File: config.mk
export PLATFORM = sky130hd
export DESIGN_NAME = shift_seq_ctrl
export DESIGN_NICKNAME = d
export VERILOG_FILES = /design/src/rtl/shift_seq_pkg.sv /design/src/rtl/shift_seq_rr_arb.sv /design/src/rtl/shift_seq_ctrl.sv
export SDC_FILE = /design/constraint.sdc
export NUM_CORES = 1
export LEC_CHECK = 0
export ABC_AREA = 1
export ABC_CLOCK_PERIOD_IN_PS = 1700
export BUFFER_PORTS_ARGS = -buffer_cell sky130_fd_sc_hd__buf_2
export CAP_MARGIN = 0
export CORE_MARGIN = 2
export CORE_UTILIZATION = 40
export CTS_CLUSTER_DIAMETER = 150
export DETAILED_ROUTE_END_ITERATION = 8
export PLACE_DENSITY = 0.7
export SLEW_MARGIN = 15
export SYNTH_ARGS = -nofsm -noshare
export SYNTH_HDL_FRONTEND = slang
export SYNTH_SLANG_ARGS = --single-unit
File: constraint.sdc
create_clock -name clk -period 1.7 [get_ports clk]
set_clock_uncertainty 0.05 [all_clocks]
set_input_delay 0.255 -clock clk [delete_from_list [all_inputs] [get_ports clk]]
set_output_delay 0.255 -clock clk [all_outputs]
set_load 0.01 [all_outputs]
File: src/rtl/shift_seq_pkg.sv
// Shared types and constants for the shift sequencing controller.
// Optional feature macro: SHIFT_SEQ_ZFLAG_EN (adds the rsp_zero output on the top).
package shift_seq_pkg;

  localparam int WIDTH = 6;
  localparam int AMT_W = 3;

  // Opcodes understood by the shared 6-bit shift register; 7 is never driven.
  typedef enum logic [2:0] {
    SH_HOLD = 3'd0,
    SH_ASR  = 3'd1,
    SH_SHL  = 3'd2,
    SH_ROR  = 3'd3,
    SH_ROL  = 3'd4,
    SH_CLR  = 3'd5,
    SH_LOAD = 3'd6
  } sh_op_e;

  // Command encoding used by the requesters.
  typedef enum logic [1:0] {
    CMD_ASR = 2'd0,
    CMD_SHL = 2'd1,
    CMD_ROR = 2'd2,
    CMD_ROL = 2'd3
  } shift_cmd_e;

  typedef enum logic [1:0] {
    ST_IDLE  = 2'd0,
    ST_LOAD  = 2'd1,
    ST_SHIFT = 2'd2,
    ST_RESP  = 2'd3
  } seq_state_e;

  // Translate a requester command into the shifter opcode it needs.
  function automatic sh_op_e cmd_to_op(input shift_cmd_e cmd);
    case (cmd)
      CMD_ASR: return SH_ASR;
      CMD_SHL: return SH_SHL;
      CMD_ROR: return SH_ROR;
      default: return SH_ROL;
    endcase
  endfunction

endpackage

File: src/rtl/shift_seq_rr_arb.sv
// Two-way round-robin arbiter: a lone requester always wins, a tie goes to
// the requester that did not win last time.
module shift_seq_rr_arb
  import shift_seq_pkg::*;
(
  input  logic [1:0] req_valid,
  input  logic       last,
  input  logic       en,
  output logic [1:0] grant,
  output logic       grant_idx
);

  // Grant selection; nothing is granted while the controller is busy.
  always_comb begin
    // NOTE: every output gets a default before the case so no latch is inferred.
    grant     = 2'b00;
    grant_idx = 1'b0;
    if (en) begin
      case (req_valid)
        2'b01: begin
          grant     = 2'b01;
          grant_idx = 1'b0;
        end
        2'b10: begin
          grant     = 2'b10;
          grant_idx = 1'b1;
        end
        2'b11: begin
          grant_idx = ~last;
          grant     = last ? 2'b01 : 2'b10;
        end
        default: begin
          grant     = 2'b00;
          grant_idx = 1'b0;
        end
      endcase
    end
  end

endmodule

File: src/rtl/shift_seq_ctrl.sv
// Sequencing controller for the shared 6-bit shift register: arbitrates two
// requesters, loads the operand, steps the shift opcode amt times and returns
// the result on a valid/ready response channel.
// Optional feature macro: SHIFT_SEQ_ZFLAG_EN adds rsp_zero (result-is-zero flag).
module shift_seq_ctrl
  import shift_seq_pkg::*;
(
  input  logic                  clk,
  input  logic                  rst,
  input  logic [1:0]            req_valid,
  output logic [1:0]            req_ready,
  input  logic [1:0][1:0]       req_cmd,
  input  logic [1:0][AMT_W-1:0] req_amt,
  input  logic [1:0][WIDTH-1:0] req_data,
  output logic                  rsp_valid,
  input  logic                  rsp_ready,
  output logic                  rsp_id,
  output logic [WIDTH-1:0]      rsp_data,
  output logic [2:0]            sh_op,
  output logic [WIDTH-1:0]      sh_din,
  input  logic [WIDTH-1:0]      sh_dout
`ifdef SHIFT_SEQ_ZFLAG_EN
  ,
  output logic                  rsp_zero
`endif
);

  seq_state_e       state_q, state_d;
  shift_cmd_e       cmd_q;
  logic [AMT_W-1:0] cnt_q;
  logic [WIDTH-1:0] data_q;
  logic             id_q;
  logic             last_q;

  logic [1:0]       grant;
  logic             grant_idx;
  logic             accept;

  // Reset is gated into the enable so no command is accepted while rst is high.
  shift_seq_rr_arb u_arb (
    .req_valid (req_valid),
    .last      (last_q),
    .en        ((state_q == ST_IDLE) && !rst),
    .grant     (grant),
    .grant_idx (grant_idx)
  );

  assign req_ready = grant;
  assign accept    = |(grant & req_valid);

  // State register; reset drops any in-flight command.
  always_ff @(posedge clk) begin
    // NOTE: sequential state uses non-blocking assignments only.
    if (rst) state_q <= ST_IDLE;
    else     state_q <= state_d;
  end

  // Next-state logic.
  always_comb begin
    state_d = state_q;
    case (state_q)
      ST_IDLE:  if (accept) state_d = ST_LOAD;
      ST_LOAD:  state_d = (cnt_q != '0) ? ST_SHIFT : ST_RESP;
      ST_SHIFT: if (cnt_q == AMT_W'(1)) state_d = ST_RESP;
      ST_RESP:  if (rsp_ready) state_d = ST_IDLE;
      default:  state_d = ST_IDLE;
    endcase
  end

  // Command latch, step counter and round-robin pointer.
  always_ff @(posedge clk) begin
    if (rst) begin
      cmd_q  <= CMD_ASR;
      cnt_q  <= '0;
      data_q <= '0;
      id_q   <= 1'b0;
      last_q <= 1'b1;
    end else if (accept) begin
      cmd_q  <= shift_cmd_e'(req_cmd[grant_idx]);
      cnt_q  <= req_amt[grant_idx];
      data_q <= req_data[grant_idx];
      id_q   <= grant_idx;
      last_q <= grant_idx;
    end else if (state_q == ST_SHIFT) begin
      cnt_q  <= cnt_q - 1'b1;
    end
  end

  // Outputs: shifter control and response channel; reset forces CLR and
  // masks the response so a stale RESP never leaks out.
  always_comb begin
    sh_op     = SH_HOLD;
    sh_din    = '0;
    rsp_valid = 1'b0;
    rsp_id    = 1'b0;
    rsp_data  = '0;
    if (rst) begin
      sh_op = SH_CLR;
    end else begin
      case (state_q)
        ST_LOAD: begin
          sh_op  = SH_LOAD;
          sh_din = data_q;
        end
        ST_SHIFT: sh_op = cmd_to_op(cmd_q);
        ST_RESP: begin
          rsp_valid = 1'b1;
          rsp_id    = id_q;
          rsp_data  = sh_dout;
        end
        default: sh_op = SH_HOLD;
      endcase
    end
  end

`ifdef SHIFT_SEQ_ZFLAG_EN
  // Zero flag qualifies the response; rsp_valid is already low in reset.
  assign rsp_zero = rsp_valid && (rsp_data == '0);
`else
  // Zero flag not built.
`endif

endmodule

# Word level (Yosys, flattened, before mapping)
# Index checks and enable logic that the tools add are counted.
# word_totals
reg_bits	15
input_bits	33
out_inout_bits	19
elab_cells	59
# op_classes
n_addsub	1
order_cmp	1
eq_ne	12
muxes	29
bitwise_logic	2
n_reduce_logical	8
# ops
operator	count
6-bit 2-to-1 mux	6
3-bit 2-to-1 mux	5
2-bit 2-to-1 mux	7
2-bit == test, second input constant	5
3-bit case mux with 3 select lines	1
2-bit case mux with 4 select lines	1
2-bit by 1-bit == test with 1-bit output, second input constant	3
1-bit 2-to-1 mux	6
2-bit inequality test, second input constant	3
2-bit case mux with 3 select lines	1
3-bit case mux with 2 select lines	1
2-bit logical NOT	2
3-bit by 1-bit == test with 1-bit output, second input constant	1
3-bit AND reduction	1
3-bit nonzero test	1
3-bit by 1-bit subtractor with 3-bit output, second input constant	1
2-bit AND	1
1-bit by 2-bit < comparator with 1-bit output, second input constant	1
1-bit case mux with 2 select lines	1
2-bit nonzero test	1
2-bit OR reduction	1
1-bit logical AND	1
1-bit logical NOT	1
1-bit NOT	1

# Logic depth before layout (Yosys ltp)
# Gate-level depths: netlist (run 1).
# logic_depth
word_depth	7
mapped_depth	10

# Hierarchy
# A second synthesis (run 1) with hierarchy kept.
# unflattened
hier_cells	171
area_unflattened_um2	1188.6
# by_module_without_submodules
mod	n_inst	cells_per_inst	area_per_inst_um2
shift_seq_ctrl	1	165	1162.4
shift_seq_rr_arb	1	6	26.3

# Worst setup path after synthesis (run 1)
# OpenSTA, ideal clock, no wires.
# synth_timing
path_type	register to output
from	reg state_q[0]
to	out sh_op[0]
arrival_ps	1319
required_time_ps	1395
setup_slack_ps	76
stages_incl_launch_ff	5
n_path_buf	0
cell_sequence	dfxtp_1 -> inv_1 -> ha_1 -> inv_1 -> o41ai_1
# synth_between
elab_chain_len	3
elab_cells_between_ends	4
classes_between	eq/ne (2); mux (2)
# synth_rtl
item	line	source
from (decl)	shift_seq_ctrl.sv:28	seq_state_e state_q, state_d;
from (signal assigned)	shift_seq_ctrl.sv:55	else state_q <= state_d;
2-bit == test / 2-bit by 1-bit == test with 1-bit output (equally long branches)	shift_seq_ctrl.sv:100	case (state_q)
3-bit case mux with 2 select lines *	shift_seq_ctrl.sv:100	
3-bit 2-to-1 mux *	shift_seq_ctrl.sv:97	if (rst) begin
to (decl)	shift_seq_ctrl.sv:19	output logic [2:0] sh_op,
# Every way passes the cells marked *; elsewhere a longest branch is shown, timed or not.

# Final worst setup path (run 1)
# Ends and elaborated chain as after synthesis.

==> results of run 1 <==
==> synthesized netlist by cell type, drive strengths merged <==
| master | instances | share of area |
|---|---|---|
| clkbuf | 3 | 0.010 |
| or2 | 1 | 0.0055 |
| inv | 32 | 0.11 |
| o21ai | 12 | 0.057 |
| nor3 | 1 | 0.0044 |
| nor2 | 22 | 0.080 |
| a21oi | 12 | 0.063 |
| buf | 2 | 0.020 |
| nand3 | 10 | 0.049 |
| dfxtp | 15 | 0.27 |
| ha | 11 | 0.12 |
| o22ai | 6 | 0.050 |
| o211ai | 1 | 0.0067 |
| nand4 | 3 | 0.017 |
| a211oi | 1 | 0.0067 |
| nand2 | 36 | 0.12 |
| o41ai | 1 | 0.0078 |
| xor2 | 1 | 0.0078 |
==> through the flow <==
stage	setup WS [ps]	power [uW]	hold slack, ps
4_1_cts	0.2228	1664	158.8
5_1_grt	-146.9	1963	160.5
3_5_place_dp	132.4	1379	408.6
3_3_place_gp	171.8	1361	400.3
2_1_floorplan	76.12	1119	274.1
6_report	-76.98	1815	163.0
==> state kept, by name, summed over array words and instances (netlist names) <==
register and flops:
cmd_q 2, cnt_q 3, data_q 6, id_q 1, last_q 1, state_q 2
==> final cells by class <==
type                    count  area, um^2
clock inverters             1       5.005
fillers                   263        1091
multi-input cells         118       745.7
flip-flops and latches     15       302.8
repair buffers             65       376.6
clock buffers               3       22.52
well taps                  31       38.79
inverters                  32       127.6
==> what timing repair did <==
action / CTS / global route
pin swaps: 1 / 3
gates resized for setup: 14 / 12
setup buffers: 1 / 7
endpoints found under the hold margin: 0 / 0
setup endpoints to repair: 5 / 18
==> tightest hold or removal path, cell delays in order <==
cell	delay, ps
buf_2	80
nor2_1	40
o22ai_2	100
==> power by group through the flow <==
stage / sequential (uW) / clock, uW / combinational, uW
global route: 543 / 238 / 1180
floorplan: 522 / 0 / 597
finish: 529 / 216 / 1070
detailed placement: 528 / 0 / 851
CTS: 529 / 219 / 915
global placement: 521 / 0 / 840
==> cells by family after synthesis <==
kind of cell / after synthesis / share of synthesized area
flops: 15 / 0.2661
fa+ha+maj: 11 / 0.1219
xor+xnor: 1 / 0.007762
buf+inv: 37 / 0.1364
compound gates: 33 / 0.1907
simple gates: 73 / 0.2772
==> cell usage in the layout (no fill, tap or decap), drive strengths merged <==
cell,synthesis,final
or2,1,1
nand3,10,10
clkbuf,3,3
a21oi,12,12
nor3,1,1
o22ai,6,6
inv,32,32
ha,11,11
nor2,22,22
xor2,1,1
o211ai,1,1
nand4,3,3
clkinv,0,1
o41ai,1,1
a211oi,1,1
buf,2,65
o21ai,12,12
nand2,36,36
dfxtp,15,15
==> routing by layer <==
layer	up-vias	wire length, um	part of all wire	global-route usage
met3	8	140	0.047	0.03628
li1	668	-	-	-
met4	0	50	0.017	0.08638
met1	565	1369	0.46	0.2412
met2	46	1446	0.48	0.3054
met5	-	0	0	0
==> worst max path at each step <==
stage,from,depth (start not counted),endpoint
after global routing,state_q[0],5,sh_op[0]
final,state_q[0],5,sh_op[0]
after global placement,state_q[0],5,sh_op[0]
after detailed placement,state_q[0],5,sh_op[0]
after floorplan,state_q[0],4,sh_op[0]
after CTS,state_q[0],5,sh_op[0]
==> metrics.csv, run 1 <==
metric,value,unit
status,finished with violations,
failed_checks,setup timing,
crit_type,flip-flop to primary output,
cp-end-kind,primary output,
leakagePower,0.0008688,uW
holdPathStages,3,
critical_path.cell_chain,inv_4 > ha_4 > inv_4 > o41ai_4 > buf_2,
cp_slowest_cell,dfxtp_2,
die_h,57.12,um
cts_inserted_buffers,3,
holdBufCountCts,0,
layout-drive-gt1-share,0.4103,
place_inst,254,
p_int,1019,uW
drt-wirelength-per-cell,11.35,um
drc,0,
antenna_found_initial,0,
slowest_delay,360,ps
fin_ws,-76.98,ps
wl,3.007,mm
final-setup-viol-count,2,
finalCritPeriodShare,1.045,
hold_path.class,input pin to flip-flop,
overflow,0,
cts_buffer_depth,2,
synthesis.area,1129,um^2
grt_pass1_wl,4.788,mm
die_w,57.12,um
via_count,1287,
max_slew_margin,0.7944,
ff2ff_setup_slack,140,ps
start_util,0.4164,
grtUsageTotal,0.1881,
powerDensity,1121,nW/um^2
place_area,1454,um^2
critical_path_peak_fanout,4,
reg2reg_to,state_q[1],
cp_num_buf_inv,3,
drv_cap,0,
seqPwrFrac,0.291,
grt_start_max_net_pins,15,
final_cells,265,
hold_viol_final,0,
hp-start,req_data[11],
floorplan.die_area,3262,um^2
p_sw_frac,0.4384,
p_clk_frac,0.119,
fmax,562.8,MHz
syn_inst,170,
setup_tns,-117.7,ps
syn2layout_area_growth,43.46,%
r2r_cells,9,
r2r-start,state_q[0],
rsz0062_at_grt,true,
p_sw,795.8,uW
holdPathEnd,data_q[5],
diodes,0,
fp-row-count,19,
cp.arrival,1470,ps
core_area,2710,um^2
io_pins,52,
dr.pass1.iters,4,
final_core_util,0.5974,
port_buffers,51,
grt_pass1_vias,1141,
post-dp-hpwl,2.170,mm
clk_pin_slew_worst_paths,110,ps
drt.antenna.violating_nets,0,
root_buffer,clkbuf_4,
crit_family,flip-flops,
power_frac_comb,0.590,
required,1390,ps
ys_seq_area_frac,0.2661,
clock_latency,290,ps
clkSinkCount,15,
yosysUniqueCellTypes,26,
tightestPinTransition,307.8,ps
start_kind,flip-flop,
dr.first_iter.drc_count,35,
finalWorstPathRequiredPeriod,1777,ps
final_area,1619,um^2
cts_tree,built,
final_max_slew_viol_count,0,
vias_per_cell,4.857,
synth_nets,214,
ys_seq_elements,15,
irDropWorstVdd,0.7565,mV
nets,279,
gp_congestion,0.8401,
synth_warnings,0,
crit_top_cell,inv_4,
htreeDepth,1,
syn_area_per_cell,6.639,um^2
No activity file was read; power rests on OpenSTA's default activity.
==> inputs of run 2 (changes only) <==
--- a/config.mk
+++ b/config.mk
@@ -13,7 +13,7 @@
 export CORE_UTILIZATION = 40
 export CTS_CLUSTER_DIAMETER = 150
 export DETAILED_ROUTE_END_ITERATION = 8
-export PLACE_DENSITY = 0.7
+export PLACE_DENSITY = 0.81
 export SLEW_MARGIN = 15
 export SYNTH_ARGS = -nofsm -noshare
 export SYNTH_HDL_FRONTEND = slang
==> run 2 against run 1 <==
Net effect:
- the flow now finishes without violations
- final area fell by 3.2%
- sequential cell count did not move
- setup slack improved by 100 ps
- die area did not move
- first-iteration DRC count fell by 31%
- global-route usage fell by 0.68 points
- routed wire length fell by 4.6%
- core utilization fell by 1.9 points
- combinational power fell by 11%
- final cell count fell by 1.1%
- non-clock buffer count fell by 3
- sequential share of layout area rose by 0.93 points
- critical endpoint unchanged
- largest cell class unchanged
- largest power group unchanged
==> metrics.csv, run 2 (same netlist as run 1, synthesis figures left out) <==
metric,value,unit,change
status,"finished, final reports clean",,was finished with violations
final_area,1568,um^2,was 1619 um^2
syn2layout_area_growth,38.91,%,was 43.46%
clk_pin_slew_worst_paths,90,ps,was 110 ps
clock_latency,280,ps,was 290 ps
mostFrequentLayoutCells,"buf_2 (50), nand2_1 (35), inv_1 (22)",,"was buf_2 (51), nand2_1 (35), inv_1 (23)"
hold_viol_final,0,,unchanged
place_area,1441,um^2,was 1454 um^2
fin_ws,27.96,ps,was -76.98 ps
port_buffers,51,,unchanged
gp_congestion,0.7833,,was 0.8401
diodes,0,,unchanged
final_max_slew_viol_count,0,,unchanged
final-setup-viol-count,0,,was 2
largest-register,data_q,,unchanged
start_kind,flip-flop,,unchanged
crit_type,flip-flop to primary output,,unchanged
die_w,57.12,um,unchanged
floorplan.die_area,3262,um^2,unchanged
antenna_found_initial,0,,unchanged
dr.pass1.iters,4,,unchanged
drc,0,,unchanged
critPathLaunch,state_q[1],,was state_q[0]
cts_tree,built,,unchanged
io_pins,52,,unchanged
place_ws,110.0,ps,was 132.4 ps
place_inst,254,,unchanged
drv_cap,0,,unchanged
wl,2.869,mm,was 3.007 mm
grt_start_max_net_pins,17,,was 15
largest_reg_flops,6,,unchanged
fp-row-count,19,,unchanged
fmax,598.1,MHz,was 562.8 MHz
layout_commonest_cell,buf_2,,unchanged
die_h,57.12,um,unchanged
leakagePower,0.0008451,uW,was 0.0008688 uW
clkSinkCount,15,,unchanged
whs,166.8,ps,was 163.0 ps
reg2reg_to,cnt_q[0],,was state_q[1]
post-dp-hpwl,2.170,mm,about the same
r2r-start,state_q[1],,was state_q[0]
hold_path.class,input pin to flip-flop,,unchanged
cp.arrival,1370,ps,was 1470 ps
required,1390,ps,about the same
nets,276,,was 279
root_buffer,clkbuf_4,,unchanged
r2r_cells,11,,was 9
htreeDepth,1,,unchanged
start_util,0.4164,,unchanged
grt_pass1_vias,1062,,was 1141
finalCritPeriodShare,0.9836,,was 1.045
ff2ff_setup_slack,160,ps,was 140 ps
via_count,1242,,was 1287
core_area,2710,um^2,unchanged
dr.first_iter.drc_count,24,,was 35
final_cells,262,,was 265
drt-wirelength-per-cell,10.95,um,was 11.35 um
finalWorstPathRequiredPeriod,1672,ps,was 1777 ps
grt_pass1_wl,4.650,mm,was 4.788 mm
irDropWorstVdd,0.7025,mV,was 0.7565 mV
cts_buffer_depth,2,,unchanged
layout-drive-gt1-share,0.4069,,was 0.4103
powerDensity,1077,nW/um^2,was 1121 nW/um^2
vias_per_cell,4.740,,was 4.857
max_slew_margin,0.8072,,was 0.7944
critical_path_peak_fanout,4,,unchanged
grtUsageTotal,0.1812,,was 0.1881
rsz0062_at_grt,true,,unchanged
cp-end-kind,primary output,,unchanged
crit_path_end,sh_op[0],,unchanged
total_power,1689,uW,was 1815 uW
tightestPinTransition,289.3,ps,was 307.8 ps
largest_registers,"data_q: 6 flops, cnt_q: 3 flops",,unchanged
drt.antenna.violating_nets,0,,unchanged
cts_inserted_buffers,3,,unchanged
overflow,0,,unchanged
==> run 2: changes by cell type in the layout (fill, tap and decap cells not counted), moves of 2 or more <==
cell	delta
buf_4	-2
dfxtp_1	-2
inv_4	-2
inv_2	+2
==> run 2: critical path: stages (launching register included) <==
cell	delay [ps]
dfxtp_2	350
buf_6	120
ha_4	130
inv_2	50
o41ai_2	260
buf_2	170
==> run 2: per-layer routing <==
layer	track usage	vias up	part of all wire
met5	0	-	0
met4	0.04983	0	0.0063
met3	0.03401	2	0.054
met2	0.2989	39	0.48
met1	0.2430	538	0.46
li1	-	663	-
==> run 2: timing repair <==
item	in CTS	in global routing
hold buffers	0	0
buffers inserted	0	4
endpoints found under the setup margin	4	17
gates resized for setup	14	11
hold endpoints to repair	0	0
pin swaps	1	1
==> run 2: final cells by class <==
class	count	area (um^2)
Clock buffer	4	26.28
Fill cell	271	1142
Inverter	32	127.6
Multi-Input combinational cell	118	719.4
Sequential cell	15	307.8
Tap cell	31	38.79
Timing Repair Buffer	62	347.8
==> run 2: worst min-delay path by stage <==
stage	start	slack (ps)	to	cells past startpoint
2_1_floorplan	rst	270	cmd_q[0]	1
3_3_place_gp	id_q	400	id_q	2
3_5_place_dp	id_q	410	id_q	2
4_1_cts	req_data[11]	160	data_q[5]	3
5_1_grt	req_data[10]	170	data_q[4]	3
6_report	req_data[10]	170	data_q[4]	3
==> run 2: power by group <==
group / leakage [uW] / switching [uW] / internal [uW]
logic: 0.000704 / 542 / 408
registers: 0.000126 / 63.4 / 470
clock network: 0.0000150 / 113 / 90.9
total: 0.000845 / 719 / 969
==> run 2: through the flow <==
stage | utilization | TNS [ps]
2_1_floorplan | - | 0
3_3_place_gp | 0.5319 | 0
3_5_place_dp | 0.5319 | 0
4_1_cts | 0.5545 | -81.78
5_1_grt | 0.5785 | -159.1
6_report | 0.5785 | 0
